**config.mk**
```make
export PLATFORM = sky130hd
export DESIGN_NAME = mem_arbiter
export DESIGN_NICKNAME = d
export VERILOG_FILES = /design/src/rtl/luna_mem_pkg.sv /design/src/rtl/mem_arb_pick.sv /design/src/rtl/mem_arbiter.sv
export SDC_FILE = /design/constraint.sdc
export NUM_CORES = 1
export LEC_CHECK = 0
export BUFFER_PORTS_ARGS = -buffer_cell sky130_fd_sc_hd__buf_4
export CORE_ASPECT_RATIO = 0.75
export CORE_UTILIZATION = 42
export CTS_CLUSTER_SIZE = 20
export DETAILED_ROUTE_END_ITERATION = 16
export PLACE_DENSITY = 0.74
export RECOVER_POWER = 50
export SYNTH_ARGS = -nofsm -noshare
export SYNTH_HDL_FRONTEND = slang
export SYNTH_SLANG_ARGS = --single-unit
export TNS_END_PERCENT = 100
```
**constraint.sdc**
```tcl
create_clock -name clk -period 1.9 [get_ports clk]
set_clock_uncertainty 0.2 [all_clocks]
set_input_delay 0.285 -clock clk [delete_from_list [all_inputs] [get_ports clk]]
set_output_delay 0.285 -clock clk [all_outputs]
set_load 0.01 [all_outputs]
```
**src/rtl/luna_mem_pkg.sv**
```systemverilog
// Shared encodings for the A/D/M memory bank arbiter: bank ops, arbiter states,
// requester indices and the op-to-enable decode.
package luna_mem_pkg;

  typedef enum logic [1:0] {
    OP_WR_A = 2'b00,
    OP_WR_D = 2'b01,
    OP_WR_M = 2'b10,
    OP_RD_M = 2'b11
  } op_t;

  typedef enum logic [1:0] {
    ST_IDLE   = 2'd0,
    ST_EXEC   = 2'd1,
    ST_RD_CAP = 2'd2
  } state_t;

  localparam int RQ_CPU = 0;
  localparam int RQ_DMA = 1;
  localparam int NUM_RQ = 2;
  localparam int DATA_W = 16;

  // Returns {m_en, d_en, a_en}; a read first loads its address into A.
  function automatic logic [2:0] op_enables(input op_t op);
    case (op)
      OP_WR_A: op_enables = 3'b001;
      OP_WR_D: op_enables = 3'b010;
      OP_WR_M: op_enables = 3'b100;
      default: op_enables = 3'b001;
    endcase
  endfunction

endpackage

```
**src/rtl/mem_arb_pick.sv**
```systemverilog
// Grant selection for the bank arbiter: round robin between two requesters,
// ownership lock, and the idle timeout that drops a lock nobody is using.
module mem_arb_pick
  import luna_mem_pkg::*;
#(
  parameter int LOCK_MAX = 16
) (
  input  logic                clk,
  input  logic                rst,
  input  logic                idle,
  input  logic [NUM_RQ-1:0]   valid,
  input  logic [NUM_RQ-1:0]   lock,
  output logic [NUM_RQ-1:0]   grant
);

  localparam int CW = $clog2(LOCK_MAX + 1);

  logic            last;
  logic            owner;
  logic            locked;
  logic [CW-1:0]   idle_cnt;
  logic [NUM_RQ-1:0] elig;
  logic            winner;

  always_comb begin
    elig = valid;
    if (locked) begin
      elig        = '0;
      elig[owner] = valid[owner];
    end
    winner = (elig == 2'b11) ? ~last : elig[1];
    grant  = '0;
    if (idle && !rst && (elig != '0)) grant[winner] = 1'b1;
  end

  // The lock ages only while the arbiter sits idle and its owner stays quiet.
  always_ff @(posedge clk) begin
    if (rst) begin
      last     <= 1'b1;
      owner    <= 1'b0;
      locked   <= 1'b0;
      idle_cnt <= '0;
    end else if (grant != '0) begin
      last     <= winner;
      owner    <= winner;
      locked   <= lock[winner];
      idle_cnt <= '0;
    end else if (idle && locked && !valid[owner]) begin
      if (idle_cnt == CW'(LOCK_MAX - 1)) begin
        locked   <= 1'b0;
        idle_cnt <= '0;
      end else begin
        idle_cnt <= idle_cnt + CW'(1);
      end
    end
  end

endmodule

```
**src/rtl/mem_arbiter.sv**
```systemverilog
// Two-requester arbiter for the A/D/M memory bank: accepts one op at a time,
// drives the bank write enables and captures RD_M results back to the owner.
module mem_arbiter
  import luna_mem_pkg::*;
#(
  parameter int LOCK_MAX = 16
) (
  input  logic        clk,
  input  logic        rst,
  input  logic        rq0_valid,
  input  logic [1:0]  rq0_op,
  input  logic [15:0] rq0_data,
  input  logic        rq0_lock,
  output logic        rq0_ready,
  output logic [15:0] rq0_rdata,
  output logic        rq0_rvalid,
  input  logic        rq1_valid,
  input  logic [1:0]  rq1_op,
  input  logic [15:0] rq1_data,
  input  logic        rq1_lock,
  output logic        rq1_ready,
  output logic [15:0] rq1_rdata,
  output logic        rq1_rvalid,
  output logic        mem_a_en,
  output logic        mem_d_en,
  output logic        mem_m_en,
  output logic [15:0] mem_data,
  input  logic [15:0] mem_m_rd,
  output logic [1:0]  dbg_state
);

  // Handshake: a request is accepted on a rising edge where rqN_valid and
  // rqN_ready are both high; the requester holds its fields until then.

  state_t            state;
  op_t               op_q;
  logic              owner_q;
  logic [2:0]        en_q;
  logic [15:0]       data_q;
  logic [NUM_RQ-1:0] rvalid_q;
  logic [15:0]       rdata0_q;
  logic [15:0]       rdata1_q;

  logic [NUM_RQ-1:0] grant;
  logic              sel;
  op_t               sel_op;
  logic [15:0]       sel_data;

  mem_arb_pick #(.LOCK_MAX(LOCK_MAX)) u_pick (
    .clk   (clk),
    .rst   (rst),
    .idle  (state == ST_IDLE),
    .valid ({rq1_valid, rq0_valid}),
    .lock  ({rq1_lock, rq0_lock}),
    .grant (grant)
  );

  assign sel      = grant[RQ_DMA];
  assign sel_op   = op_t'(sel ? rq1_op : rq0_op);
  assign sel_data = sel ? rq1_data : rq0_data;

  always_ff @(posedge clk) begin
    if (rst) begin
      state    <= ST_IDLE;
      op_q     <= OP_WR_A;
      owner_q  <= 1'b0;
      en_q     <= '0;
      data_q   <= '0;
      rvalid_q <= '0;
      rdata0_q <= '0;
      rdata1_q <= '0;
    end else begin
      en_q     <= '0;
      data_q   <= '0;
      rvalid_q <= '0;
      case (state)
        ST_IDLE: begin
          if (grant != '0) begin
            owner_q <= sel;
            op_q    <= sel_op;
            en_q    <= op_enables(sel_op);
            data_q  <= sel_data;
            state   <= ST_EXEC;
          end
        end
        ST_EXEC: state <= (op_q == OP_RD_M) ? ST_RD_CAP : ST_IDLE;
        ST_RD_CAP: begin
          if (owner_q) rdata1_q <= mem_m_rd;
          else         rdata0_q <= mem_m_rd;
          rvalid_q[owner_q] <= 1'b1;
          state             <= ST_IDLE;
        end
        default: state <= ST_IDLE;
      endcase
    end
  end

  // Reset also masks the bank-facing strobes in the same cycle, so an op
  // caught in EXEC never reaches the bank on the reset edge.
  assign {mem_m_en, mem_d_en, mem_a_en} = rst ? 3'b000 : en_q;
  assign mem_data   = rst ? 16'h0000 : data_q;
  assign rq0_rvalid = rvalid_q[RQ_CPU] & ~rst;
  assign rq1_rvalid = rvalid_q[RQ_DMA] & ~rst;
  assign rq0_rdata  = rdata0_q;
  assign rq1_rdata  = rdata1_q;
  assign rq0_ready  = grant[RQ_CPU];
  assign rq1_ready  = grant[RQ_DMA];
  assign dbg_state  = state;

endmodule

```
==> results summary, run 1 <==
The flow ran to the end, but the final reports show violations. The final reports fail on setup timing. The first-pass GRT wire length came out at 12300 µm. The design draws 3.34 mW. The number of port buffers is 114.

The number of hold-slack violations in the final timing report came out at 0. The total number of nets in the final design came out at 553. Of the total synthesized cell area, the portion taken by AND, OR, NAND and NOR gates is 0.273.

Summing every instance area after synthesis gives 0.00266 mm². The number of cells produced by synthesis came out at 319. The synthesized netlist contains 34 unique library cells. The area of the core region is 0.00595 mm².

The normalized max-slew margin came out at 0.593. The half-perimeter wire length of the detailed placement result is 4790 µm. The cell with the biggest individual delay on the critical path is sky130_fd_sc_hd__or3_4. Dividing the detail-routed wire length by the instance count gives 14.0 µm.

The floorplan step defined a die boundary enclosing 0.00666 mm². The effective utilization at floorplan came out at 0.447. The power density over the cells came out at 783 mW/mm². After synthesis, the mean cell area works out to 8.33 µm². Entering global routing, the biggest net connects 60 pins. IR analysis of the VDD net gives a maximum drop of 0.000453 V. The buffer levels on the longest clock path is 2. In the routed design, unresolved DRC markers number 0. STA classifies the critical path startpoint as a flip-flop. The library cell used most frequently in the layout, excluding fill and tap cells, is sky130_fd_sc_hd__buf_4. The congestion estimate from routability-driven global placement came to 0.790.

The largest fanout on the critical path is 3. The die extent in y is 70.9 µm. Traced cell by cell, the critical path runs through or3_4 -> a211o_4 -> nor2_4 -> buf_6. The share of the synthesized area in compound gates (AO/OA/AOI/OAI) is 0.137. Data on the critical path arrives at its endpoint at 1.53 ns. Wires add up to 8030 µm. Dividing the final minimum period by the clock period gives 1.06. The number of antenna violations at the first check in global routing was 0. The critical path starts at dbg_state[1]. The total via count in the routed design is 2789. The proportion of synthesized chip area in sequential cells is 0.497.

For this run, the share of the core covered by cells in the final layout is 0.717. The antenna cell count is 0. For the pin with the worst max-slew slack, the measured transition is 0.610 ns. TritonCTS built the clock tree. The startpoint identified for the worst register-to-register timing path is dbg_state[1]. The origin of the worst min-delay path is mem_m_rd[14]. By area, the combinational part of the netlist is dominated by simple AND/OR/NAND/NOR gates. The analysis attributes to cell leakage a power of 1.81 nW.

The final standard cell area without fillers came out at 0.00427 mm². The synthesis-stage register bit count came out at 66. The number of global-route vias before repair is 2663. The total negative slack for setup checks is -0.174 ns.

The adder and majority cell fraction of the synthesized area came out at 0.0141. STA classifies the critical path endpoint as an output port. The total track usage came out at 0.245. The placed instance area came out at 0.00366 mm². The highest attainable clock frequency came out at 0.496 GHz. The final count of pins violating max slew came out at 0. The area overhead of the layout relative to synthesis came out at 60.4%. The worst hold path belongs to the class in2reg. The number of nets in the synthesized netlist is 380.

The overflow left after global routing is 0. Setup repair after global routing could not meet its margin everywhere. The number of max-cap violations came out at 0.

The detailed-routing iteration count for the pre-antenna-repair pass came out at 4. The number of core rows is 24. The number of routed nets with antenna violations is 0. The data required time at the worst endpoint came out at 1.41 ns.

The worst setup path is of the reg2out kind. The largest single stage delay on the critical path is 0.37 ns. The depth of the worst register-to-register path is 8. The via density per instance is 4.85. The post-synthesis mux area share came out at 0.0311. The total clock buffers created by CTS came out at 9.

Counting instances, the worst hold path has a depth of 3. The final setup violation count came out at 2. The final critical delay including setup and external delays is 2.02 ns. The clock tree root buffer cell is sky130_fd_sc_hd__clkbuf_8. The Yosys warning count came out at 0.

The width of the chip came out at 93.9 µm. The clock slew seen by the registers of the worst setup and hold paths is 0.07 ns. The library cells used most frequently in the layout, excluding fill and tap cells, are 95 x sky130_fd_sc_hd__buf_4, 94 x sky130_fd_sc_hd__nand2_1, 64 x sky130_fd_sc_hd__dfxtp_1. The clock latency reported for the late side of the worst-skew pair came out at 0.35 ns. In this run the count of I/O pins placed on the die edge is 115. The initial DRC count is 96. Of the total synthesized cell area, the portion taken by XOR and XNOR cells is 0.00329. The level count of the clock H-tree came out at 3.

The layout cell share with drive strength beyond 1 is 0.282. The clock sink total is 66. The setup slack of the critical path after layout came out at -0.116 ns.
## path summary, 6_finish.rpt
check	end	slack (ns)
max	rq0_ready	-0.12
min	rq0_rdata[14]	0.01
max reg2reg	op_q[0]	0.02
min reg2reg	rq0_rdata[0]	0.26
## registers in the layout (all words and copies together) (netlist names)
register	flops
data_q	16
dbg_state	2
en_q	3
op_q	2
owner_q	1
rq0_rdata	16
rq1_rdata	16
rvalid_q	2
u_pick.idle_cnt	5
u_pick.last	1
u_pick.locked	1
u_pick.owner	1
## kinds of logic (layout without fill, tap and decap cells)
group,count (synthesis),in the layout
buf+inv,23,201
flops,66,66
fa+ha+maj,3,3
mux,8,8
compound gates,61,61
simple gates,157,157
xor+xnor,1,1
## stage by stage
stage / hold slack [ns] / std cells / setup WS (ns)
CTS: 0.00305 / 574 / -0.171
floorplan: 0.221 / 319 / -0.0490
detailed placement: 0.248 / 511 / 0.0137
finish: 0.0147 / 575 / -0.116
global placement: 0.243 / 511 / 0.0624
global route: 0.00489 / 575 / -0.149
## Yosys cell counts
library cell | n | share of area
sky130_fd_sc_hd__nand2_1 | 95 | 0.13
sky130_fd_sc_hd__dfxtp_1 | 66 | 0.50
sky130_fd_sc_hd__a21oi_1 | 37 | 0.070
sky130_fd_sc_hd__nor2b_1 | 24 | 0.056
sky130_fd_sc_hd__nor2_1 | 16 | 0.023
sky130_fd_sc_hd__clkbuf_1 | 10 | 0.014
sky130_fd_sc_hd__a21oi_2 | 9 | 0.030
sky130_fd_sc_hd__mux2i_1 | 6 | 0.023
sky130_fd_sc_hd__inv_1 | 5 | 0.0071
sky130_fd_sc_hd__o21ai_0 | 5 | 0.0094
sky130_fd_sc_hd__a22oi_1 | 4 | 0.011
sky130_fd_sc_hd__nand3_1 | 4 | 0.0075
sky130_fd_sc_hd__nand3b_1 | 4 | 0.011
sky130_fd_sc_hd__and2_1 | 3 | 0.0071
sky130_fd_sc_hd__buf_6 | 3 | 0.013
sky130_fd_sc_hd__ha_1 | 3 | 0.014
sky130_fd_sc_hd__a221oi_1 | 2 | 0.0066
sky130_fd_sc_hd__a31oi_1 | 2 | 0.0047
sky130_fd_sc_hd__buf_1 | 2 | 0.0028
sky130_fd_sc_hd__buf_2 | 2 | 0.0038
sky130_fd_sc_hd__mux2_2 | 2 | 0.0085
sky130_fd_sc_hd__nor3_1 | 2 | 0.0038
sky130_fd_sc_hd__nor3b_2 | 2 | 0.0094
sky130_fd_sc_hd__a211o_1 | 1 | 0.0033
sky130_fd_sc_hd__and3_1 | 1 | 0.0024
sky130_fd_sc_hd__and4b_1 | 1 | 0.0038
sky130_fd_sc_hd__clkinv_4 | 1 | 0.0033
sky130_fd_sc_hd__nand2b_1 | 1 | 0.0024
sky130_fd_sc_hd__nand2b_2 | 1 | 0.0033
sky130_fd_sc_hd__nor3b_1 | 1 | 0.0028
sky130_fd_sc_hd__o21bai_1 | 1 | 0.0028
sky130_fd_sc_hd__or3_1 | 1 | 0.0024
sky130_fd_sc_hd__or3_4 | 1 | 0.0042
sky130_fd_sc_hd__xor2_1 | 1 | 0.0033
## where the power goes
| part | internal, mW | leakage, nW | switching (mW) |
|---|---|---|---|
| clock | 0.776 | 0.112 | 0.556 |
| sequential | 1.44 | 0.537 | 0.0218 |
| combinational | 0.298 | 1.16 | 0.249 |
| total | 2.51 | 1.81 | 0.827 |
## final cells by class
type | instances | area (µm²)
Timing Repair Buffer | 179 | 1340
Fill cell | 496 | 1680
Tap cell | 78 | 97.6
Clock buffer | 10 | 138
Inverter | 6 | 27.5
Multi-Input combinational cell | 230 | 1240
Clock inverter | 6 | 90.1
Sequential cell | 66 | 1320
## what timing repair did
action | 4_1_cts | 5_1_grt
resized for setup | 4 | 6
hold buffers | 44 | 0
endpoints found under the hold margin | 43 | 0
pin swaps | 2 | 1
setup endpoints to repair | 2 | 4
setup buffers | 3 | 1
## routing by layer
layer,GRT usage,vias to the layer above,routed length [µm]
met3,0.103,24,498
li1,-,1390,-
met2,0.403,89,3900
met4,0.104,0,236
met5,0,-,0
met1,0.278,1286,3390
## worst max-delay path, delay by kind of cell (launching register included)
family	cells	cell delay (ns)
simple gates	2	0.45
buf+inv	1	0.10
compound gates	1	0.30
flops	1	0.33
Power figures use the tool's default switching activity.
==> run 2, diff against run 1 <==
CORE_UTILIZATION = 51   (was 42)
CTS_BUF_LIST = sky130_fd_sc_hd__clkbuf_4   (was unset)
PLACE_DENSITY = 0.84   (was 0.74)
clock period = 2.4 ns   (was 1.9 ns; I/O delays follow)
==> run 2 against run 1 <==
  * Sequential cell count did not move
  * Global-route usage rose by 4.9 points
  * Largest cell class is now sequential cells
  * Highest routed layer unchanged
  * Worst hold slack got worse by 0.0078 ns
  * Power fell by 32%
  * The flow now finishes without violations
==> results summary, run 2 (synthesized netlist as in run 1, its figures left out) <==
The TritonCTS clock tree is yes. The final setup violation count came out at 0 (-2). The flow ran to the end, and the final reports show no timing, DRC or antenna violations. Clock tree synthesis selected as its root buffer the cell sky130_fd_sc_hd__clkbuf_4. The width of the chip is 85.4 µm (-9.0%). The utilization after layout came out at 0.805 (+0.0872). The number of hold-slack violations in the final timing report came out at 0 (unchanged). The detailed-routed wire length on met3 was 561 µm (+13%). The layout cell share with drive strength beyond 1 came out at 0.248 (-0.0338). The I/O pin total is 115 (unchanged). The worst setup timing slack at the placement stage came out at 0.297 ns (+0.283 ns). The total number of nets in the final design came out at 536 (-3.1%). The normalized max-slew margin is 0.296 (-0.298). The number of max-cap violations is 0 (unchanged).

The depth of the worst register-to-register path is 5 (-3). The final critical delay including setup and external delays is 2.31 ns. The leakage power summed over all cells came out at 1.70 nW (-5.9%).

The buffer levels on the longest clock path is 2 (unchanged). The largest fanout on the critical path is 18 (+15). The setup slack of the critical path after layout came out at 0.0927 ns (+0.209 ns). The area occupied by multi-input gates came out at 0.00123 mm² (-1.5%). The detailed-routing iteration count for the pre-antenna-repair pass is 5 (+1). The level count of the clock H-tree is 3 (unchanged).

The number of antenna violations at the first check in global routing came out at 0 (unchanged). The average wire per cell in the routed design is 14.4 µm (+3.3%). The die extent in y was 64.5 µm (-9.0%). The data required time at the worst endpoint was 2.57 ns (+1.16 ns). The total via count in the routed design is 2825 (+1.3%).

Leaving out fill and tap cells, the most frequent cell in the layout is sky130_fd_sc_hd__nand2_1. The final cycle utilization of the critical path is 0.961. The tightest min-delay check is of the in2reg type. The effective utilization at floorplan came to 0.537 (+0.0894).

The total clock buffers created by CTS is 9 (unchanged). The final wirelength is 7790 µm (-3.0%). In this run the worst setup path terminates at data_q[9].

The combined flip-flop and latch cell area is 0.00133 mm² (+0.19%). The half-perimeter wire length of the detailed placement result came to 4520 µm (-5.7%). The met2 routed wirelength came out at 3860 µm (-1.3%).

The clock sink total is 66 (unchanged). The worst setup path is launched from a flip-flop. The clock latency reported for the late side of the worst-skew pair came out at 0.41 ns (+0.06 ns). The DRC violation count after routing came to 0 (unchanged). In the layout the commonest cells are 95 x sky130_fd_sc_hd__nand2_1, 84 x sky130_fd_sc_hd__buf_4, 64 x sky130_fd_sc_hd__dfxtp_1.

The uppermost signal routing layer after detailed routing is met4. The clock slew seen by the registers of the worst setup and hold paths was 0.11 ns (+0.04 ns). The endpoint identified for the worst register-to-register timing path is data_q[9]. The register-to-register setup slack was 0.09 ns (+0.07 ns).

The total power consumption of the routed design came out at 2.27 mW (-32%). The antenna cell count came out at 0 (unchanged). The arrival time at the worst endpoint is 2.47 ns (+0.94 ns). The area overhead of the layout relative to synthesis came out at 49.9%. The number of routed nets with antenna violations came out at 0 (unchanged).

The highest attainable clock frequency is 0.433 GHz. The number of core rows is 22 (-8.3%). The via density per instance is 5.23 (+7.9%). The critical setup path kind is reg2reg. The final RePlAce weighted congestion came out at 0.768 (-2.8%). The worst setup path is captured at a flip-flop. The area of the core region is 0.00495 mm² (-17%). The first-pass GRT wire length is 12400 µm (+0.79%).

The number of filler instances in the final layout came out at 334 (-33%). The critical path launch point is dbg_state[0]. The power density over the cells is 569 mW/mm² (-27%). The critical register-to-register path startpoint is dbg_state[0]. The number of global-route vias before repair is 2726 (+2.4%). The total track usage came out at 0.294 (+0.0491). The largest net degree at the start of global routing is 56 (-6.7%). The routed metal-1 wirelength came out at 3110 µm (-8.2%).

Setup repair after global routing could not meet its margin everywhere. The initial DRC count is 175 (+82%). The area enclosed by the die boundary is 0.00551 mm² (-17%). The worst-case vdd ir drop is 0.000365 V (-19%). The final count of pins violating max slew is 0 (unchanged). The overflow left after global routing is 0 (unchanged).

The pin slew with the least headroom to its limit came to 1.06 ns (+0.446 ns). The number of port buffers is 114 (unchanged).
==> run 2: changes by cell type in the layout (fill, tap and decap cells not counted), sizes merged <==
cell,before,now
bufinv,2,1
clkbuf,45,44
buf,100,84
clkinv,4,7
clkinvlp,1,0
dlygate4sd3,44,43
==> run 2: repair_timing <==
item / 4_1_cts / 5_1_grt
hold endpoints to repair: 45 / 2
gates resized for setup: 0 / 4
setup endpoints to repair: 0 / 6
buffers inserted: 0 / 0
hold buffers: 41 / 2
==> run 2: final cells by class <==
cell class / instances / share of cell area
timing repair buffer: 162 / 0.299
clock buffer: 9 / 0.0169
multi-input combinational: 230 / 0.308
tap: 60 / 0.0188
sequential: 66 / 0.333
clock inverter: 7 / 0.0176
inverter: 6 / 0.00691
==> run 2: power by group <==
group | internal, mW | switching (mW) | total [mW]
clock network | 0.315 | 0.403 | 0.718
logic | 0.205 | 0.181 | 0.386
registers | 1.14 | 0.0250 | 1.16
total | 1.66 | 0.609 | 2.27
==> run 2: stage by stage <==
step                      cell area, µm²  TNS [ns]  hold slack, ns  instances
after global placement              3540         0           0.236        481
after detailed placement            3540         0           0.244        481
after floorplan                     2660         0           0.224        319
after global routing                3990  -0.00156         0.00747        540
final                               3990         0         0.00689        540
after CTS                           4090         0        0.000173        538
==> run 2: how the worst min path moves through the flow <==
stage | startpoint | to | slack [ns] | depth (start not counted)
6_report | rq0_data[2] | data_q[2] | 0.007 | 3
4_1_cts | rq0_data[2] | data_q[2] | 0.0002 | 3
3_3_place_gp | u_pick.idle_cnt[4] | u_pick.idle_cnt[4] | 0.24 | 2
5_1_grt | rq0_data[11] | data_q[11] | 0.007 | 3
3_5_place_dp | u_pick.idle_cnt[4] | u_pick.idle_cnt[4] | 0.24 | 2
2_1_floorplan | u_pick.idle_cnt[4] | u_pick.idle_cnt[4] | 0.22 | 2
==> run 2: per-layer routing <==
metal,global-route usage,vias to the layer above
li1,-,1365
met1,0.330,1321
met2,0.492,112
met3,0.103,27
met4,0.160,0
met5,0,-
==> run 2: worst max-delay path, cell delays in order, from the launching register on <==
cell and delay, ns:
sky130_fd_sc_hd__dfxtp_4 0.40, sky130_fd_sc_hd__or3_4 0.42, sky130_fd_sc_hd__a211o_1 0.28, sky130_fd_sc_hd__buf_4 0.23, sky130_fd_sc_hd__a21oi_1 0.16, sky130_fd_sc_hd__dlygate4sd3_1 0.56
